==> src/rtl/simon_share_ctrl.sv <==
// Phase sequencer (IDLE/LOAD/ROUND/DRAIN) for one share of the bit-serial SIMON128 datapath.
// Optional abort input is enabled by defining SIMON_CTRL_ABORT_EN.
module simon_share_ctrl #(
  parameter int WORD   = 64,
  parameter int ROUNDS = 68,
  localparam int BW    = $clog2(WORD),
  localparam int RW    = (ROUNDS > 1) ? $clog2(ROUNDS) : 1
) (
  input  logic          clk,
  input  logic          rst_n,
  input  logic          start,
`ifdef SIMON_CTRL_ABORT_EN
  input  logic          abort,
`endif
  output logic          busy,
  output logic          done,
  output logic          out_valid,
  output logic          key_en,
  output logic          shifter_enable1,
  output logic          shifter_enable2,
  output logic          s1,
  output logic          s2,
  output logic [1:0]    s3,
  output logic [RW-1:0] round_idx,
  output logic [BW-1:0] bit_idx
);

  localparam logic [1:0] IDLE  = 2'd0;
  localparam logic [1:0] LOAD  = 2'd1;
  localparam logic [1:0] ROUND = 2'd2;
  localparam logic [1:0] DRAIN = 2'd3;

  logic [1:0]    state_reg;
  logic [BW-1:0] bit_cnt_reg;
  logic [RW-1:0] rnd_cnt_reg;
  logic          half_reg;
  logic          done_reg;

  logic bit_last;
  logic rnd_last;
  logic abort_hit;

  assign bit_last = (bit_cnt_reg == BW'(WORD - 1));
  assign rnd_last = (rnd_cnt_reg == RW'(ROUNDS - 1));

`ifdef SIMON_CTRL_ABORT_EN
  assign abort_hit = abort && (state_reg != IDLE);
`else
  assign abort_hit = 1'b0;
`endif

  always_ff @(posedge clk or negedge rst_n) begin
    if (!rst_n) begin
      state_reg   <= IDLE;
      bit_cnt_reg <= '0;
      rnd_cnt_reg <= '0;
      half_reg    <= 1'b0;
      done_reg    <= 1'b0;
    end else begin
      done_reg <= 1'b0;
      if (abort_hit) begin
        state_reg   <= IDLE;
        bit_cnt_reg <= '0;
        rnd_cnt_reg <= '0;
        half_reg    <= 1'b0;
      end else begin
        case (state_reg)
          IDLE: begin
            if (start) begin
              state_reg   <= LOAD;
              bit_cnt_reg <= '0;
              rnd_cnt_reg <= '0;
              half_reg    <= 1'b0;
            end
          end
          LOAD: begin
            // bit_cnt wraps naturally because WORD is a power of two
            bit_cnt_reg <= bit_cnt_reg + 1'b1;
            if (bit_last) begin
              half_reg <= ~half_reg;
              if (half_reg) begin
                state_reg   <= ROUND;
                rnd_cnt_reg <= '0;
              end
            end
          end
          ROUND: begin
            bit_cnt_reg <= bit_cnt_reg + 1'b1;
            if (bit_last) begin
              if (rnd_last) state_reg <= DRAIN;
              else          rnd_cnt_reg <= rnd_cnt_reg + 1'b1;
            end
          end
          DRAIN: begin
            bit_cnt_reg <= bit_cnt_reg + 1'b1;
            if (bit_last) begin
              state_reg   <= IDLE;
              rnd_cnt_reg <= '0;
              done_reg    <= 1'b1;
            end
          end
          default: state_reg <= IDLE;
        endcase
      end
    end
  end

  // Outputs decode from state and counters only, never from start.
  always_comb begin
    busy            = (state_reg != IDLE);
    done            = done_reg;
    out_valid       = 1'b0;
    key_en          = 1'b0;
    shifter_enable1 = 1'b0;
    shifter_enable2 = 1'b0;
    s1              = 1'b0;
    s2              = 1'b0;
    s3              = 2'd3;
    round_idx       = rnd_cnt_reg;
    bit_idx         = bit_cnt_reg;
    case (state_reg)
      LOAD: begin
        shifter_enable1 = 1'b1;
        shifter_enable2 = 1'b1;
        s1              = 1'b1;
        s3              = 2'd0;
      end
      ROUND: begin
        shifter_enable1 = 1'b1;
        shifter_enable2 = 1'b1;
        key_en          = 1'b1;
        s3              = 2'd2;
        // Low 8 bits cover the rotation wrap; top 8 bits feed shifter1 from the other path
        s2              = (bit_cnt_reg < BW'(8));
        s1              = !(bit_cnt_reg >= BW'(WORD - 8));
        out_valid       = rnd_last;
      end
      DRAIN: begin
        shifter_enable1 = 1'b1;
        shifter_enable2 = 1'b1;
        s1              = 1'b1;
        s3              = 2'd1;
        out_valid       = 1'b1;
      end
      default: ;
    endcase
  end

endmodule

==> config.mk <==
export PLATFORM = sky130hd
export DESIGN_NAME = simon_share_ctrl
export DESIGN_NICKNAME = d
export VERILOG_FILES = /design/src/rtl/simon_share_ctrl.sv
export SDC_FILE = /design/constraint.sdc
export NUM_CORES = 1
export LEC_CHECK = 0
export ABC_AREA = 1
export BUFFER_PORTS_ARGS = -buffer_cell sky130_fd_sc_hd__buf_2
export CORE_UTILIZATION = 57
export CTS_CLUSTER_SIZE = 14
export DETAILED_ROUTE_END_ITERATION = 7
export HOLD_SLACK_MARGIN = 0.15
export PLACE_DENSITY_LB_ADDON = 0.08
export SETUP_SLACK_MARGIN = 0.15
export SLEW_MARGIN = 10
export SYNTH_ARGS = -nofsm -noshare
export SYNTH_HDL_FRONTEND = slang
export SYNTH_SLANG_ARGS = --single-unit
==> constraint.sdc <==
create_clock -name clk -period 4.8 [get_ports clk]
set_clock_uncertainty 0.05 [all_clocks]
set_input_delay 0.48 -clock clk [delete_from_list [all_inputs] [get_ports clk]]
set_output_delay 0.48 -clock clk [all_outputs]
set_load 0.02 [all_outputs]
### Word level (Yosys, flattened, before mapping)

Index checks and enable logic that the tools add are counted.

| word-level totals | value |
|---|---|
| memories kept | 0 |
| bits of input ports | 3 |
| bits in latches | 0 |
| output and inout port bits | 23 |
| register bits | 17 |
| bits in read-only memories | 0 |
| bits in writable memories | 0 |
| word-level logic and storage cells | 58 |

| operators by class | value |
|---|---|
| bitwise operators | 1 |
| shifts and indexed selects | 0 |
| $add $sub $neg | 2 |
| multipliers | 0 |
| muxes and demuxes | 27 |
| reduce and logical (&&, ||, !) cells | 9 |
| div/mod/pow operators | 0 |
| magnitude comparators | 2 |
| equal/unequal tests | 12 |

Operator list:

| cell | number |
|---|---|
| 7-bit 2-to-1 mux | 6 |
| 7-bit case mux with 4 select lines | 1 |
| 2-bit != test (second input constant) | 7 |
| 2-bit 2-to-1 mux | 6 |
| 6-bit case mux with 2 select lines | 1 |
| 6-bit AND reduction | 2 |
| 2-bit case mux with 4 select lines | 1 |
| 7-bit by 1-bit adder with 7-bit output (second input constant) | 1 |
| 7-bit == test (second input constant) | 1 |
| 1-bit 2-to-1 mux | 7 |
| 6-bit by 1-bit adder with 6-bit output (second input constant) | 1 |
| 6-bit == test (second input constant) | 1 |
| 6-bit greater-or-equal comparator (second input constant) | 1 |
| 6-bit by 4-bit < comparator with 1-bit output (second input constant) | 1 |
| 6-bit 2-to-1 mux | 1 |
| 1-bit case mux with 2 select lines | 3 |
| 2-bit case mux with 3 select lines | 1 |
| 2-bit == test (second input constant) | 2 |
| 2-bit nonzero test | 2 |
| 3-bit AND reduction | 1 |
| 3-bit OR reduction | 1 |
| 2-bit by 1-bit == test with 1-bit output (second input constant) | 1 |
| 2-bit zero test | 1 |
| 2-bit OR reduction | 1 |
| 2 further kinds | 2 |

### Logic depth before layout (Yosys ltp)

Gate-level depths: netlist of the first run.

| logic depth | value |
|---|---|
| depth after elaboration | 4 |
| gate-level depth with buffers | 9 |

### Least setup slack after synthesis of the first run

No wires, ideal clock.

| path | value |
|---|---|
| kind | register to output |
| from | register state_reg[0] |
| to | output s2 |
| path slack | 2.532 ns |
| data required time | 4.270 ns |
| arrival time | 1.738 ns |
| cell stages (with the launch flop) | 5 |
| buffers on the path | 0 |
| cells stage by stage | dfrtp_1 inv_1 ha_1 inv_1 nor4_1 |

| on the way | value |
|---|---|
| cells in the longest elaborated chain, start to end | 2 |

RTL lines:

| item | RTL line | RTL |
|---|---|---|
| start: declaration | 33 | `logic [1:0] state_reg;` |
| start signal: assignment | 54 | `state_reg <= IDLE;` |
| start signal: assignment | 62 | `state_reg <= IDLE;` |
| start signal: assignment | 70 | `state_reg <= LOAD;` |
| 2-bit == test | 121 | `case (state_reg)` |
| 1-bit 2-to-1 mux | 121 |  |
| end: declaration | 22 | `output logic s2,` |

Every way passes these cells.

### Worst setup path in the final report of the first run

Ends and elaborated chain as after synthesis.

==> results.yml, run 1 <==
layout:
  fin_util: 0.730
  fillers: 157
  nets: 194
  largest_reg_flops: 7
  syn2layout_area_growth_pct: 15.2
  drive_gt1_frac: 0.208
  diodes: 0
grt:
  met3_usage: 0.0577
  top_usage_layer: "met2"
  grt_pass1_vias: 916
  grt_max_degree: 18
  grt_first_pass_wirelength_um: 3880
  antenna_found_initial: 0
  grt_use_total: 0.256
  grt_util_met1: 0.346
  use_met2: 0.397
  overflow: 0
route:
  wl_per_cell_um: 11.5
  drt-total-wl_um: 2390
  avgViaCountPerCell: 5.17
  drt_first_pass_iters: 4
  drtIter0Drc: 19
  num_vias: 1076
  drc_errors: 0
  ant_nets: 0
die:
  rows: 15
  dieArea_um2: 2180
  die_w_um: 46.7
  start_util: 0.633
  pin_count: 26
  core_um2: 1800
  die_y_um: 46.7
synthesis:
  yosysTopAreaCellShare: 0.373
  synth_ff_type: "dfrtp_1"
  syn_nets: 165
  netlist_area_um2: 1140
  synth-edff-count: 0
  synth-warning-count: 0
  ys_ff_latch: 17
  synth_commonest_cells: "nand2_1, inv_1, nor2_1"
  ys_seq_area_frac: 0.373
  yosysMostFrequentCell: "nand2_1"
  ys_async_sr_fraction: 1.00
  yosys-top-cells-area: "dfrtp_1, nand2_1, ha_1"
  syn_inst: 155
  synth_top_cell_by_area: "dfrtp_1"
  yosys.cell_types.count: 24
  synth.avg_cell_area_um2: 7.36
sta:
  hold_viol: 0
  fin_crit_ns: 2.31
  setup_viol: 0
  timing.final.crit_share: 0.480
  fmax_mhz: 434
  slew_headroom: 0.737
  slew_viol_final: 0
  worstMarginPinSlew_ns: 0.395
  whs_ns: 0.480
  rsz0062_at_grt: "false"
  tns_ns: 0
clock_network:
  cts_made_buffers: 3
  tritoncts: "yes"
  cts_buffer_depth: 2
  clock_latency_ns: 0.30
  clock_sinks: 17
  cts-root-buf: "clkbuf_4"
  htreeDepth: 1
  cts_resized: 0
  cts.clk_slew.worst_paths_ns: 0.09
worst_setup_path:
  cp_slowest_cell: "dfrtp_1"
  arrival_ns: 1.78
  crit_top_cell: "inv_1"
  cp.required_ns: 4.27
  worstPathCellList: "inv_1 > ha_1 > inv_1 > nor4_1 > buf_2"
  cp-end-kind: "output pin"
  critPathKind: "reg2out"
  crit_path_max_fanout: 8
  cp_slowest_stage_delay_ns: 0.41
  cp-start-kind: "register"
run_status:
  status: "finished clean"
place:
  hpwl_um: 1790
  gp_congestion: 0.859
  port_buffers: 25
pwr:
  p_leak_nw: 0.698
  irDropWorstVdd_uv: 171
  powerDensity_nw_per_um2: 173
min_path:
  min_path_type: "reg2reg"
flow_run:
  cap_violations: 0
==> path summary, 6_finish.rpt <==
check | from | to | slack [ns] | cells after the start
max in group asynchronous | rst_n | bit_idx[0] | 3.85 | 2
hold / removal | bit_idx[0] | bit_idx[0] | 0.48 | 1
min in group asynchronous | rst_n | round_idx[4] | 0.57 | 2
hold reg to reg | bit_idx[0] | bit_idx[0] | 0.48 | 1
setup / recovery | state_reg[0] | s2 | 2.49 | 5
setup reg to reg | state_reg[0] | round_idx[5] | 3.04 | 9
==> final cells by class <==
cell class	instances	area [µm²]	share of cell area
Inverter	23	86.3	0.0657
Sequential cell	17	425	0.324
Clock buffer	4	26.3	0.0200
Timing Repair Buffer	26	135	0.103
Tap cell	25	31.3	0.0238
Multi-Input combinational cell	113	611	0.464
==> logic make-up after synthesis <==
family / synth area share
flip-flops: 0.373
adder cells (fa/ha/maj): 0.0768
XOR/XNOR: 0.00768
AO/OA/AOI/OAI: 0.126
AND/OR/NAND/NOR: 0.325
buffers and inverters: 0.0921
==> critical path, delay by kind of cell (launching register included) <==
family        cells  cell delay, ns
fa+ha+maj         1            0.31
flops             1            0.41
buf+inv           3            0.52
simple gates      1            0.24
==> layer usage <==
layer / up-vias / routed length (µm)
li1: 549 / -
met1: 491 / 1150
met2: 33 / 1130
met3: 3 / 81
met4: 0 / 29
met5: - / 0
==> where the power goes <==
group	leakage (nW)	internal (mW)	total (mW)	switching, mW
logic	0.507	0.00117	0.00421	0.00304
clock network	0.0150	0.0325	0.0800	0.0475
registers	0.176	0.143	0.143	0
==> metrics by stage <==
step                instances  worst slack [ns]  power, mW  cell area [µm²]
floorplan                 155              2.53      0.146             1140
detailed placement        203              2.84      0.150             1280
finish                    208              2.49      0.227             1320
global placement          203              2.91      0.150             1280
CTS                       208              2.49      0.229             1320
global route              208              2.30      0.238             1320
==> cell usage in the layout (no fill, tap or decap), drive strengths merged <==
cell type    instances
dfrtp               17
nand2               48
xor2                 1
nand4                3
or2                  1
nor2                21
nor3b                1
clkbuf               4
dlygate4sd3          1
nor4                 1
inv                 23
nor3                 2
a31oi                1
a21oi                6
nand3                6
o21ai                5
o21bai              10
ha                   7
buf                 25
==> timing repair <==
item / in CTS / in global routing
endpoints found under the setup margin: 0 / 0
hold buffers: 1 / 0
buffers inserted: 0 / 0
endpoints found under the hold margin: 17 / 0
No activity file was read; power rests on OpenSTA's default activity.
==> inputs of run 2 (changes only) <==
Settings changed: CORE_UTILIZATION 57 to 48.
Clock period 4.8 ns to 1.89 ns, I/O delays scaled along.
==> run 2 against run 1 <==
First-iteration DRC count grew 47%. Via count is 0.28% lower. Combinational power grew to 2.6 times the previous value. Critical path depth up 1. Clock power grew 150%. Global-route usage shrank 3.6 points. Final cell count increased by 4.8%. Sequential share of layout area decreased by 2.4 points. Largest cell class unchanged.
==> results.yml, run 2 (same netlist as run 1, synthesis figures left out) <==
run_status:
  status: "finished clean"
grt:
  grt_max_degree: 18
  antenna_found_initial: 0
  grt_first_pass_wirelength_um: 4150
  overflow: 0
  grt_use_total: 0.219
  grt_pass1_vias: 952
worst_setup_path:
  arrival_ns: 1.47
  cp_slowest_cell: "dfrtp_1"
  critPathKind: "reg2out"
  crit_path_max_fanout: 6
  cp.required_ns: 1.65
  cp_slowest_stage_delay_ns: 0.40
  cp-start-kind: "register"
  cp-end-kind: "output pin"
  worstPathCellList: "inv_2 > ha_4 > inv_1 > buf_6 > nor4_4 > buf_4"
clock_network:
  tritoncts: "yes"
  htreeDepth: 1
  clock_sinks: 17
  cts.clk_slew.worst_paths_ns: 0.10
  cts_buffer_depth: 2
  cts_made_buffers: 3
  cts-root-buf: "clkbuf_4"
  clock_latency_ns: 0.29
layout:
  drive_gt1_frac: 0.279
  fin_cells: 218
  regArea_um2: 427
  multi_input_area_um2: 651
  fin_util: 0.637
  diodes: 0
  layout_common_cells: "nand2_1, buf_2, inv_1"
  largest_reg_flops: 7
  fillers: 202
  syn2layout_area_growth_pct: 24.7
  nets: 201
  layout_commonest_cell: "nand2_1"
  stdcell_area_um2: 1420
die:
  core_um2: 2230
  pin_count: 26
  rows: 17
  die_w_um: 50.8
  start_util: 0.511
  die_y_um: 50.8
  dieArea_um2: 2580
place:
  placed_area_um2: 1310
  port_buffers: 25
  gp_congestion: 0.836
  dp.cells: 208
  hpwl_um: 1790
sta:
  slew_headroom: 0.741
  tns_ns: 0
  timing.final.crit_share: 0.907
  hold_viol: 0
  fin_crit_ns: 1.71
  worstMarginPinSlew_ns: 0.388
  slew_viol_final: 0
  whs_ns: 0.219
  setup_viol: 0
  fmax_mhz: 584
  rsz0062_at_grt: "true"
route:
  drc_errors: 0
  drtIter0Drc: 28
  num_vias: 1073
  ant_nets: 0
  avgViaCountPerCell: 4.92
  drt_first_pass_iters: 5
  drt-total-wl_um: 2420
  wl_per_cell_um: 11.1
pwr:
  irDropWorstVdd_uv: 335
  p_leak_nw: 0.734
  powerDensity_nw_per_um2: 401
flow_run:
  cap_violations: 0
min_path:
  min_path_type: "in2reg"
-- run 2: changes by cell type in the layout (fill, tap and decap cells not counted), sizes merged --
cell    previous run  this run
buf               25        32
clkbuf             4         3
clkinv             0         1
-- run 2: layout make-up --
class / instances / area share
Multi-Input combinational cell: 113 / 0.457
Sequential cell: 17 / 0.300
Timing Repair Buffer: 33 / 0.138
Inverter: 23 / 0.0607
Tap cell: 28 / 0.0246
Clock buffer: 3 / 0.0158
Clock inverter: 1 / 0.00352
-- run 2: per-stage QoR --
step           setup WS (ns)  power [mW]
6_report               0.177       0.571
5_1_grt                0.114       0.598
4_1_cts                0.136       0.579
3_5_place_dp           0.144       0.380
3_3_place_gp           0.192       0.380
2_1_floorplan          0.208       0.371
-- run 2: power by group --
| group | total [mW] | leakage, nW | switching [mW] | internal [mW] |
|---|---|---|---|---|
| sequential | 0.363 | 0.176 | 0 | 0.363 |
| combinational | 0.0109 | 0.540 | 0.00790 | 0.00304 |
| clock | 0.197 | 0.0177 | 0.118 | 0.0787 |
-- run 2: final timing paths --
check / start / end / slack [ns] / depth (start not counted)
setup / recovery: state_reg[0] / s2 / 0.18 / 6
max in group asynchronous: rst_n / round_idx[0] / 1.19 / 2
setup reg to reg: state_reg[1] / round_idx[6] / 0.23 / 8
hold reg to reg: half_reg / half_reg / 0.48 / 2
hold / removal: start / bit_idx[0] / 0.22 / 4
min in group asynchronous: rst_n / bit_idx[5] / 0.29 / 2
-- run 2: critical path, delay by kind of cell, from the launching register on --
family                   cells  cell delay [ns]
AND/OR/NAND/NOR              1             0.19
adder cells (fa/ha/maj)      1             0.15
flip-flops                   1             0.40
buffers and inverters        4             0.45
-- run 2: what timing repair did --
item / 4_1_cts / 5_1_grt
endpoints found under the setup margin: 7 / 16
setup buffers: 3 / 2
gates resized for setup: 7 / 4
hold buffers: 1 / 0
endpoints found under the hold margin: 17 / 0
pin swaps: 1 / 0
-- run 2: per-layer routing --
metal	up-vias	global-route usage	part of all wire
li1	559	-	-
met1	481	0.276	0.48
met2	29	0.367	0.47
met3	4	0.0273	0.033
met4	0	0.111	0.013
met5	-	0	0
==> inputs of run 3 (changes only) <==
Settings changed: CORE_UTILIZATION 48 to 40.
==> run 3 against run 2 <==
Via count up 3.7%. Critical endpoint is now s1. Die area up 19%. Worst hold slack worse by 0.016 ns. Non-clock buffer count up 6. Clock-buffer cell count unchanged. Global-route usage down 2.5 points. Largest cell class unchanged. Routed wire length up 17%. Combinational power up 5%. Core utilization down 8.3 points.
==> results.yml, run 3 (same netlist as run 1, synthesis figures left out) <==
sta:
  rsz0062_at_grt: "true"
  slew_viol_final: 0
  worstMarginPinSlew_ns: 0.398
  fin_crit_ns: 1.72
  setup_viol: 0
  whs_ns: 0.202
  tns_ns: 0
  timing.final.crit_share: 0.911
  fin_ws_ns: 0.167
  hold_viol: 0
  slew_headroom: 0.735
  fmax_mhz: 580
route:
  drtIter0Drc: 54
  drc_errors: 0
  wl_per_cell_um: 12.5
  num_vias: 1113
  drt_first_pass_iters: 4
  avgViaCountPerCell: 4.88
  ant_nets: 0
  drt-total-wl_um: 2840
layout:
  largest_reg_flops: 7
  diodes: 0
  layout_common_cells: "nand2_1, buf_2, nor2_1"
  syn2layout_area_growth_pct: 32.8
  nets: 208
  stdcell_area_um2: 1520
  layout_commonest_cell: "nand2_1"
  drive_gt1_frac: 0.325
  fillers: 277
  fin_util: 0.554
  fin_cells: 228
place:
  gp_congestion: 0.776
  dp.cells: 211
  hpwl_um: 1920
  post-place-ws_ns: 0.155
  placed_area_um2: 1320
  port_buffers: 25
worst_setup_path:
  cp-end-kind: "output pin"
  critPathKind: "reg2out"
  arrival_ns: 1.48
  cp.required_ns: 1.65
  reg2reg_slack_ns: 0.27
  cp-start-kind: "register"
  crit_path_max_fanout: 4
clock_network:
  clock_sinks: 17
  cts.clk_slew.worst_paths_ns: 0.12
  clock_latency_ns: 0.30
  cts-root-buf: "clkbuf_4"
  tritoncts: "yes"
  cts_made_buffers: 3
  htreeDepth: 1
  cts_buffer_depth: 2
pwr:
  irDropWorstVdd_uv: 277
  powerDensity_nw_per_um2: 383
  total_power_mw: 0.580
  p_leak_nw: 0.794
die:
  start_util: 0.417
  rows: 19
  pin_count: 26
  dieArea_um2: 3070
  die_w_um: 55.4
  core_um2: 2730
  die_y_um: 55.4
min_path:
  min_path_type: "in2reg"
grt:
  grt_max_degree: 18
  grt_first_pass_wirelength_um: 4750
  grt_use_total: 0.194
  grt_pass1_vias: 1063
  overflow: 0
  antenna_found_initial: 0
run_status:
  status: "finished clean"
flow_run:
  cap_violations: 0
[run 3: final cells by class]
type | count | area (µm²) | area share
Multi-Input combinational cell | 114 | 678 | 0.448
Sequential cell | 17 | 427 | 0.282
Timing Repair Buffer | 39 | 258 | 0.170
Inverter | 23 | 86.3 | 0.0570
Tap cell | 31 | 38.8 | 0.0256
Clock buffer | 3 | 22.5 | 0.0149
Clock inverter | 1 | 5.00 | 0.00330
[run 3: worst max-delay path, cell delays in order (launching register included)]
cell,delay (ns)
dfrtp_1,0.41
inv_2,0.10
ha_4,0.14
buf_6,0.10
o21ai_1,0.06
a31oi_1,0.20
buf_4,0.17
[run 3: routing by layer]
layer,wire (µm),vias up,track usage
met2,1370,23,0.312
met3,83,2,0.0211
met5,0,-,0
met1,1370,511,0.272
met4,19,0,0.0679
li1,-,577,-
[run 3: final timing paths]
kind,endpoint,startpoint,cells after the start
setup reg to reg,round_idx[6],state_reg[0],8
setup / recovery,s1,state_reg[0],6
hold reg to reg,half_reg,half_reg,2
hold / removal,bit_idx[0],start,4
min in group asynchronous,round_idx[5],rst_n,2
max in group asynchronous,round_idx[0],rst_n,2
[run 3: what timing repair did]
action	CTS	global route
resized for setup	7	13
hold buffers	1	0
pin swaps	1	5
buffers inserted	5	6
endpoints found under the hold margin	17	0
endpoints found under the setup margin	9	17
cloned	0	1
[run 3: where the power goes]
| group | total (mW) | leakage (nW) | internal [mW] | switching [mW] |
|---|---|---|---|---|
| Sequential | 0.364 | 0.176 | 0.364 | 0 |
| Combinational | 0.0114 | 0.600 | 0.00310 | 0.00833 |
| Clock | 0.205 | 0.0177 | 0.0787 | 0.127 |
